[config.mk]
export PLATFORM = sky130hd
export DESIGN_NAME = npc_pc_unit
export DESIGN_NICKNAME = d
export VERILOG_FILES = /design/src/rtl/npc_pc_unit.sv
export SDC_FILE = /design/constraint.sdc
export NUM_CORES = 1
export LEC_CHECK = 0
export CAP_MARGIN = 10
export CORE_ASPECT_RATIO = 0.7
export CORE_MARGIN = 2
export CORE_UTILIZATION = 42
export DETAILED_ROUTE_END_ITERATION = 10
export PLACE_DENSITY = 0.75
export SLEW_MARGIN = 20
export SYNTH_ARGS = -nofsm -noshare
export SYNTH_HDL_FRONTEND = slang
export SYNTH_SLANG_ARGS = --single-unit
[constraint.sdc]
create_clock -name clk -period 7 [get_ports clk]
set_input_delay 1.4 -clock clk [delete_from_list [all_inputs] [get_ports clk]]
set_output_delay 1.4 -clock clk [all_outputs]
set_load 0.02 [all_outputs]
[src/rtl/npc_pc_unit.sv]
// Fetch-stage PC register and next-PC selection (branch/jump/jr, eret, exception entry, stall).
// Optional fetch address-error check is built when NPC_ADEL_CHECK_EN is defined.
module npc_pc_unit #(
    parameter logic [31:0] RESET_PC = 32'h0000_3000,
    parameter logic [31:0] EXC_PC   = 32'h0000_4180,
    parameter logic [31:0] IM_LO    = 32'h0000_3000,
    parameter logic [31:0] IM_HI    = 32'h0000_6FFC
) (
    input  logic        clk,
    input  logic        reset,
    input  logic        stall,
    input  logic        req,
    input  logic        eret_D,
    input  logic [31:0] EPC,
    input  logic [2:0]  NPC_OP,
    input  logic        br_D,
    input  logic [31:0] PC_D,
    input  logic [25:0] imm26_D,
    input  logic [31:0] ra_D,
    output logic [31:0] PC_F,
    output logic        BD_F,
    output logic        flush_F,
    output logic        AdEL_F
);

    typedef enum logic [0:0] {StRun, StExc} mode_e;

    mode_e       mode_q, mode_d;
    logic [31:0] pc_q, pc_d;
    logic [31:0] seq_tgt, br_tgt, j_tgt;

    // Reset value is presented during the reset cycle itself, not only after the edge.
    assign PC_F    = reset ? RESET_PC : pc_q;
    assign seq_tgt = PC_F + 32'd4;
    assign br_tgt  = PC_D + 32'd4 + {{14{imm26_D[15]}}, imm26_D[15:0], 2'b00};
    assign j_tgt   = {PC_D[31:28], imm26_D, 2'b00};

    assign BD_F    = br_D & ~reset & (mode_q == StRun);
    assign flush_F = eret_D & ~stall & ~req & ~reset;

    always_comb begin
        pc_d   = pc_q;
        mode_d = StRun;
        if (req) begin
            pc_d   = EXC_PC;
            mode_d = StExc;
        end else if (stall) begin
            pc_d = pc_q;
        end else if (eret_D) begin
            pc_d = EPC;
        end else begin
            case (NPC_OP)
                3'b001:  pc_d = br_tgt;
                3'b010:  pc_d = j_tgt;
                3'b011:  pc_d = ra_D;
                default: pc_d = seq_tgt;
            endcase
        end
    end

    always_ff @(posedge clk) begin
        if (reset) begin
            pc_q   <= RESET_PC;
            mode_q <= StRun;
        end else begin
            pc_q   <= pc_d;
            mode_q <= mode_d;
        end
    end

`ifdef NPC_ADEL_CHECK_EN
    logic adel_raw;
    assign adel_raw = (pc_q[1:0] != 2'b00) | (pc_q < IM_LO) | (pc_q > IM_HI);
    // The handler's first fetch (registered EXC mode) never raises an address error.
    assign AdEL_F   = adel_raw & ~reset & (mode_q == StRun);
`else
    logic unused_im_bounds;
    assign unused_im_bounds = ^{IM_LO, IM_HI};
    assign AdEL_F           = 1'b0;
`endif

endmodule

# After elaboration in Yosys (flattened, before gate mapping)
# Cells that the tools add are included.
# totals
regBits	33
input_bits	131
output_inout_bits	35
elab_cells	26
# classes
addsub	3
eq_ne	4
mux	6
bitwise	9
reduce_logical	1
# ops
operator	n
$pmux W32 S3	1
$add A32 B3 Y32 const B	2
$mux W32	2
$add A32 B32 Y32	1
$mux W15	2
$eq A3 B2 Y1 const B	2
$and A1 B1 Y1	5
$not A1 Y1	4
$eq A3 B1 Y1 const B	1
$ne A2 B1 Y1 const B	1
$reduce_or A2 Y1	1
$mux W1	1

# Logic depth before layout (Yosys ltp)
# Gate-level depths: netlist of run 1.
# logic_depth
word_depth	6
ltp_mapped	14
mapped_depth_nobuf	13

# Least setup slack after synthesis of run 1
# OpenSTA, ideal clock, no wires.
# synth_timing
path_kind	input to register
startpoint	input port reset
endpoint	register pc_q[30]
setup_time_ps	128
arrival_time_ps	4103
required_ps	6872
path_slack_ps	2769
path_stages	13
cell_sequence	buf_2 -> clkbuf_1 -> clkbuf_1 -> clkbuf_1 -> nor2b_1 -> ha_1 -> nand3_1 -> nor4_1 -> nand4_1 -> nor4_1 -> xor2_1 -> o31ai_1 -> o31ai_1
# synth_between
elab_chain_cells	4
elab_cells_between_ends	5
classes_between	add/sub: 1; mux: 3; reduce/logical: 1
# synth_lines
element	line_no	source
from (decl)	10	input logic reset,
$mux W32	33	assign PC_F = reset ? RESET_PC : pc_q;
via PC_F[3]	20	output logic [31:0] PC_F,
$add A32 B3 Y32	34	assign seq_tgt = PC_F + 32'd4;
$pmux W32 S3	52	case (NPC_OP)
$mux W32	49	end else if (eret_D) begin
to (signal assigned)	66	pc_q <= pc_d;
to (decl)	29	logic [31:0] pc_q, pc_d;
# The timed path passes the listed nets, and every way through them passes these cells.
# A chain may end at the register's enable or synchronous reset.

# Worst setup path in the final report of run 1
# layout_timing
startpoint	input port eret_D
endpoint	output port flush_F
# layout_between
elab_chain_cells	3
# layout_lines
element	line_no	source
from (decl)	13	input logic eret_D,
$and A1 B1 Y1 (3 in series)	39	assign flush_F = eret_D & ~stall & ~req & ~reset;
to (decl)	22	output logic flush_F,
# No other way between the ends.

==> results.md, run 1 <==
- GPL Wtd Cong: ~0.97
- Initial Utilization: 43.0%
- Setup TNS Final: 0 ns
- Area growth syn-to-layout: 40.3%
- Clk sinks: 33
- CP max FO: 22
- Setup crit start: eret_D
- Nets: 954
- # IOs: roughly 170
- Post-Place Setup Slack: a little over 2 ns
- First-pass GRT wire length: about 28 mm
- WP data arrival: between 3 and 4 ns
- Mapped Cells: just over 600
- Post-CTS setup buffer count: 0
- Synth top area share: between 10% and 20%
- Distinct cells, synth: 73
- Antenna violations before repair: 0
- Skew final: 0.00902 ns
- DRT Pass-1 Iters: 5
- Cts hold-fix bufs: 0
- Drt total wl: between 15 and 20 mm
- Share of cells above drive strength 1: a little over 5%
- Overall Power: 894 µW
- Port Buffers: between 150 and 200
- Status: finished clean
- Clk slew on worst S/H paths: approximately 0.050 ns
- Synth area leader: ha_1
- Drc violations: 0
- # setup viols final: 0
- Sequential area share after synthesis: between 10 and 15%
- Post-DR vias/cell: between 6 and 7
- Pins over their slew limit: 0
- Min-delay src: pc_q[2]$_SDFFE_PP0N_
- Dpl cells: 910
- Crit Path Category: in2out
- Critical path's slowest cell: clkdlybuf4s50_1
- Final WS setup: 1.95 ns
- Number of global-route vias before repair: 5155
- Leading post-synthesis cells by cell area: ha_1 (15%), dfxtp_1 (14%), a21oi_1 (5.1%)
- Fmax: 0.198 GHz
- Worst Tran Pin Value: about 0.99 ns
- Cell mode on critical path: clkdlybuf4s50_1
- Core area: about 11000 µm²
- Post-synth ARST share: 0%
- 1st-iter DRT viols: between 700 and 800
- Diode count: 0
- DIE HEIGHT: just over 90 µm
- Yosys reg bits: 33
- Non-Filler Instances: approximately 920
- Mapped Area: 4730 µm²
- Count leader, synth: ha_1
- TritonCTS clock tree: done
- Deepest level of the CTS H-tree: 2
- Post-synth EDFFs: 0
- Minimum clock period: 5.05 ns
- Worst endpoint required time: 5.60 ns
- Global route overflow: 0
- Count of yosys warnings during synthesis: 0
- Die X: 131 µm
- Routed via count: approximately 5.6k
- Max Cap Viol: 0
- Most instantiated cells after synthesis: ha_1 (58), a21oi_1 (48), nor2_1 (48), nand2_1 (42)
- Max-slew headroom: around a third
- Crit path cell chain: clkdlybuf4s50_1 -> buf_4 -> nand2_1 -> nor2_1 -> clkdlybuf4s50_1
- Max clock buf depth: 2
- Worst hold-check path type: reg2reg
- Synth Net Count: between 800 and 900
- Critical R2R Launch: pc_q[2]$_SDFFE_PP0N_
- Ys flop type: dfxtp_1
- CP Launch Type: input pin
- Max incr delay on CP: approximately 0.65 ns
- DP Wirelength: ~15 mm
- Pwr Density: ~130 nW/µm²
- RSZ-0062 raised after global routing: no
- CTS buffer count: 5
- Die area: about 12000 µm²
- Pin count of the biggest net entering global routing: 37
- Worst setup EP type: output port
- Antenna Nets Post-Route: 0
- Root Buffer: clkbuf_16
- Lkg Pwr: 2.71 nW
- Avg Cell Area, Syn: 7.59 µm²
- Wire per inst: about 21 µm
- VDD IR max: 82.3 µV
- Post-CTS sizing: 0
- Site row count: 32
- Period utilization: 72.1%
- Final Hold Viols: 0
- Fin util: approximately three fifths
- GRT Total Usage: 30.0%
- Clock latency at the later pin of the worst-skew pair: roughly 0.28 ns
## cells in the final DEF, fill, tap and decap left out, drive strengths merged, types with 4 or more instances in the layout
master	count
clkdlybuf4s50	164
ha	58
a21oi	48
nor2	48
nand2	42
nor2b	33
dfxtp	33
o21ai	26
xor2	23
xnor2	23
nor3	22
a221oi	22
a21o	18
o22ai	17
inv	17
and3	12
nand4	12
nand3	9
o221ai	8
or2	8
a221o	7
buf	7
nand2b	7
clkbuf	7
and2	6
a31oi	5
a2bb2oi	4
nand4b	4
and4	4
nand3b	4
o211ai	4
a211o	4
o31ai	4
nor4	4
## layer usage
metal / up-vias / global-route usage, % / routed length (µm)
met4: 0 / 5.85 / 284
li1: 2646 / - / -
met2: 350 / 42.6 / 7630
met3: 28 / 7.74 / 2550
met5: - / 0 / 0
met1: 2612 / 45.0 / 8410
## power breakdown
part	internal (mW)	total, mW	switching [mW]	leakage [nW]
registers	0.198	0.211	0.0132	0.271
clock network	0.178	0.262	0.0838	0.0841
logic	0.195	0.421	0.226	2.35
total	0.571	0.894	0.323	2.71
## registers in the layout, indices dropped and copies added (netlist names)
signal  flops
mode_q      1
pc_q       32
## critical path: cells and delay by family
kind | cells | cell delay, ns
simple gates | 2 | 0.88
buf+inv | 3 | 1.35
## worst paths after layout
kind | end | slack (ns) | cells after the start
setup reg to reg | pc_q[30]$_SDFFE_PP0N_ | 4.10 | 9
hold / removal | pc_q[2]$_SDFFE_PP0N_ | 0.50 | 2
setup / recovery | flush_F | 1.95 | 5
hold reg to reg | pc_q[2]$_SDFFE_PP0N_ | 0.50 | 2
## layout make-up
class | instances | area [µm²]
timing repair buffer | 171 | 1690
sequential | 33 | 661
clock buffer | 7 | 143
fill | 1006 | 4380
clock inverter | 1 | 30.0
multi-input combinational | 535 | 3850
tap | 153 | 191
inverter | 18 | 67.6
## kinds of logic (layout without fill, tap and decap cells)
| family | Yosys count | count (layout) | synth area share (%) |
|---|---|---|---|
| buffers and inverters | 55 | 197 | 4.73 |
| AO/OA/AOI/OAI | 202 | 202 | 30.4 |
| adder cells (fa/ha/maj) | 59 | 59 | 15.8 |
| flip-flops | 33 | 33 | 14.0 |
| AND/OR/NAND/NOR | 221 | 221 | 25.2 |
| XOR/XNOR | 46 | 46 | 8.52 |
| other | 1 | 1 | 0.0793 |
| multiplexers | 6 | 6 | 1.35 |
## per-stage QoR
stage | cell area (µm²) | hold slack [ns]
after floorplan | 4730 | 0.462
after global placement | 6460 | 0.495
after detailed placement | 6460 | 0.493
after CTS | 6640 | 0.501
after global routing | 6640 | 0.514
final | 6640 | 0.501
No activity file was read; power rests on OpenSTA's default activity.
==> run 2: changes to the inputs <==
- PLACE_DENSITY: 0.75 -> 0.78
- clock period: 7 -> 4.6 ns (I/O delays scaled with it)
==> run 2 against run 1 <==
Effect of this change: sequential share of layout area fell by 0.11 points; largest cell class unchanged; sequential power rose by 52%; worst setup slack got worse by 1.4 ns; final area rose by 1.1%; via count rose by 2.5%; combinational power rose by 55%; clock power rose by 50%.
==> results.md, run 2 (synthesis results as in run 1) <==
- Status: finished clean
- Cells on Worst Hold Path: 2 (unchanged)
- Post-CTS setup buffer count: 0 (unchanged)
- Fmax: about 0.25 GHz
- Drc violations: 0 (unchanged)
- Post-DR vias/cell: 6.22 (+1.4%)
- # IOs: 166 (unchanged)
- Nets: 964 (+1.0%)
- VDD IR max: 137 µV (+66%)
- Site row count: 32 (unchanged)
- Antenna violations before repair: 0 (unchanged)
- Pins over their slew limit: 0 (unchanged)
- DRT Pass-1 Iters: 5 (unchanged)
- CTS buffer count: 5 (unchanged)
- Final WS setup: 0.597 ns (-1.36 ns)
- Fin util: 60.9% (+0.65 points)
- Hold EP: pc_q[2]$_SDFFE_PP0N_
- Post-Place Setup Slack: 0.394 ns (-1.62 ns)
- Top Registers: pc_q x32, mode_q x1
- DP Wirelength: 16.2 mm (+8.5%)
- Worst setup EP type: flop
- # setup viols final: 0 (unchanged)
- Worst reg-to-reg setup slack: 1.93 ns (-2.17 ns)
- RR Endpoint: pc_q[24]$_SDFFE_PP0N_
- Final Hold Viols: 0 (unchanged)
- TritonCTS clock tree: done
- Routed via count: 5775 (+2.5%)
- Max-slew headroom: 44.1% (+10 points)
- CP Launch Type: input pin
- Max reg flops: 32 (unchanged)
- Commonest non-fill, non-tap cell in the layout: clkdlybuf4s50_1
- Pin count of the biggest net entering global routing: 27 (-27%)
- Clk slew on worst S/H paths: 0.06 ns (about the same)
- FF-to-FF path depth: 9 (unchanged)
- Setup TNS Final: 0 ns (unchanged)
- 1st-iter DRT viols: 669 (-11%)
- DIE HEIGHT: 92.8 µm (unchanged)
- Port Buffers: 164 (unchanged)
- Drt total wl: 20.1 mm (+6.4%)
- Post-CTS sizing: 0 (unchanged)
- Skew final: 0.00684 ns (-0.00218 ns)
- Crit Path Category: in2reg
- Cts hold-fix bufs: 0 (unchanged)
- Final Hold Slack: 0.517 ns (+0.0157 ns)
- Most flops, register: pc_q
- RSZ-0062 raised after global routing: no
- Dpl cells: 920 (+1.1%)
- Area growth syn-to-layout: 41.8%
- Critical R2R Launch: pc_q[3]$_SDFFE_PP0N_
- GPL Wtd Cong: 0.984 (+1.6%)
- Deepest level of the CTS H-tree: 2 (unchanged)
- Commonest cells after routing, fill and taps aside: clkdlybuf4s50_1 (164), ha_1 (58), nor2_1 (48), a21oi_1 (48), nand2_1 (42)
- Final Cell Area: 6710 µm² (+1.1%)
- Clock latency at the later pin of the worst-skew pair: 0.28 ns (about the same)
- GRT Total Usage: 32.6% (+2.6 points)
- WP data arrival: 4.17 ns (+0.52 ns)
- Met3 Use GR: 9.71% (+2.0 points)
- Diode count: 0 (unchanged)
- Post-DP Area: 6540 µm² (+1.1%)
- Period utilization: between 80 and 90%
- Worst Tran Pin Value: 0.838 ns (-0.153 ns)
- Max clock buf depth: 2 (unchanged)
- Minimum clock period: 4.00 ns
- Non-Filler Instances: 928 (+1.1%)
- First-pass GRT wire length: 30.2 mm (+7.9%)
- Max Cap Viol: 0 (unchanged)
- Share of cells above drive strength 1: 6.32% (+1.2 points)
- Worst endpoint required time: 4.77 ns (-0.83 ns)
- Overall Power: 1.37 mW (+53%)
- Die area: 12100 µm² (unchanged)
- Number of global-route vias before repair: 5318 (+3.2%)
- Number of fill cells: 1007 (+0.099%)
- GRT met2 Usage: 46.2% (+3.6 points)
- CP max FO: 8 (-64%)
- Initial Utilization: 43.0% (unchanged)
- GR Layer Usage met1: 48.8% (+3.7 points)
- Lkg Pwr: 2.75 nW (+1.7%)
- Root Buffer: clkbuf_16
- Pwr Density: 204 nW/µm² (+52%)
- Antenna Nets Post-Route: 0 (unchanged)
- Wire per inst: 21.6 µm (+5.2%)
- Global route hottest layer: met1
- Global route overflow: 0 (unchanged)
- Die X: 131 µm (unchanged)
- Min-delay src: pc_q[2]$_SDFFE_PP0N_
- Clk sinks: 33 (unchanged)
- Worst hold-check path type: reg2reg
- Core area: 11000 µm² (unchanged)
==> run 2: changes by cell type in the layout (fill, tap and decap cells not counted) <==
cell | before | now
clkbuf_8 | 1 | 0
buf_4 | 7 | 17
nor2_1 | 47 | 48
clkbuf_1 | 1 | 0
clkinvlp_4 | 0 | 1
clkinv_4 | 0 | 1
nor2_2 | 1 | 0
==> run 2: how the worst max path moves through the flow <==
stage	start	to	slack [ns]	depth (start not counted)
detailed placement	imm26_D[15]	pc_q[27]$_SDFFE_PP0N_	0.39	11
CTS	imm26_D[15]	pc_q[27]$_SDFFE_PP0N_	0.68	11
global route	imm26_D[15]	pc_q[27]$_SDFFE_PP0N_	0.39	11
floorplan	reset	pc_q[30]$_SDFFE_PP0N_	0.85	13
global placement	imm26_D[1]	pc_q[19]$_SDFFE_PP0N_	0.61	12
finish	imm26_D[15]	pc_q[27]$_SDFFE_PP0N_	0.60	11
==> run 2: critical path, stage by stage <==
cell and delay (ns):
clkdlybuf4s50_1 0.68, ha_1 0.32, ha_1 0.40, a21o_1 0.24
o21a_1 0.20, a2111oi_0 0.40, o21ai_1 0.19, and2_1 0.23
a41oi_1 0.31, a2bb2oi_1 0.22, nand2_1 0.06
==> run 2: metal layers <==
| layer | wire length, µm | share of wire [%] |
|---|---|---|
| met1 | 9100 | 45 |
| met5 | 0 | 0 |
| met2 | 7990 | 40 |
| met4 | 185 | 0.92 |
| met3 | 2810 | 14 |
==> run 2: power breakdown <==
group | internal (mW) | switching, mW | total [mW]
registers | 0.301 | 0.0201 | 0.321
logic | 0.302 | 0.352 | 0.654
clock network | 0.256 | 0.138 | 0.394
total | 0.860 | 0.510 | 1.37
==> run 2: cell type report <==
cell class / instances / area, µm² / share of cell area, %
timing repair buffer: 181 / 1770 / 26.4
sequential: 33 / 661 / 9.85
clock buffer: 5 / 125 / 1.87
tap: 153 / 191 / 2.85
clock inverter: 3 / 46.3 / 0.690
inverter: 18 / 67.6 / 1.01
multi-input combinational: 535 / 3850 / 57.4
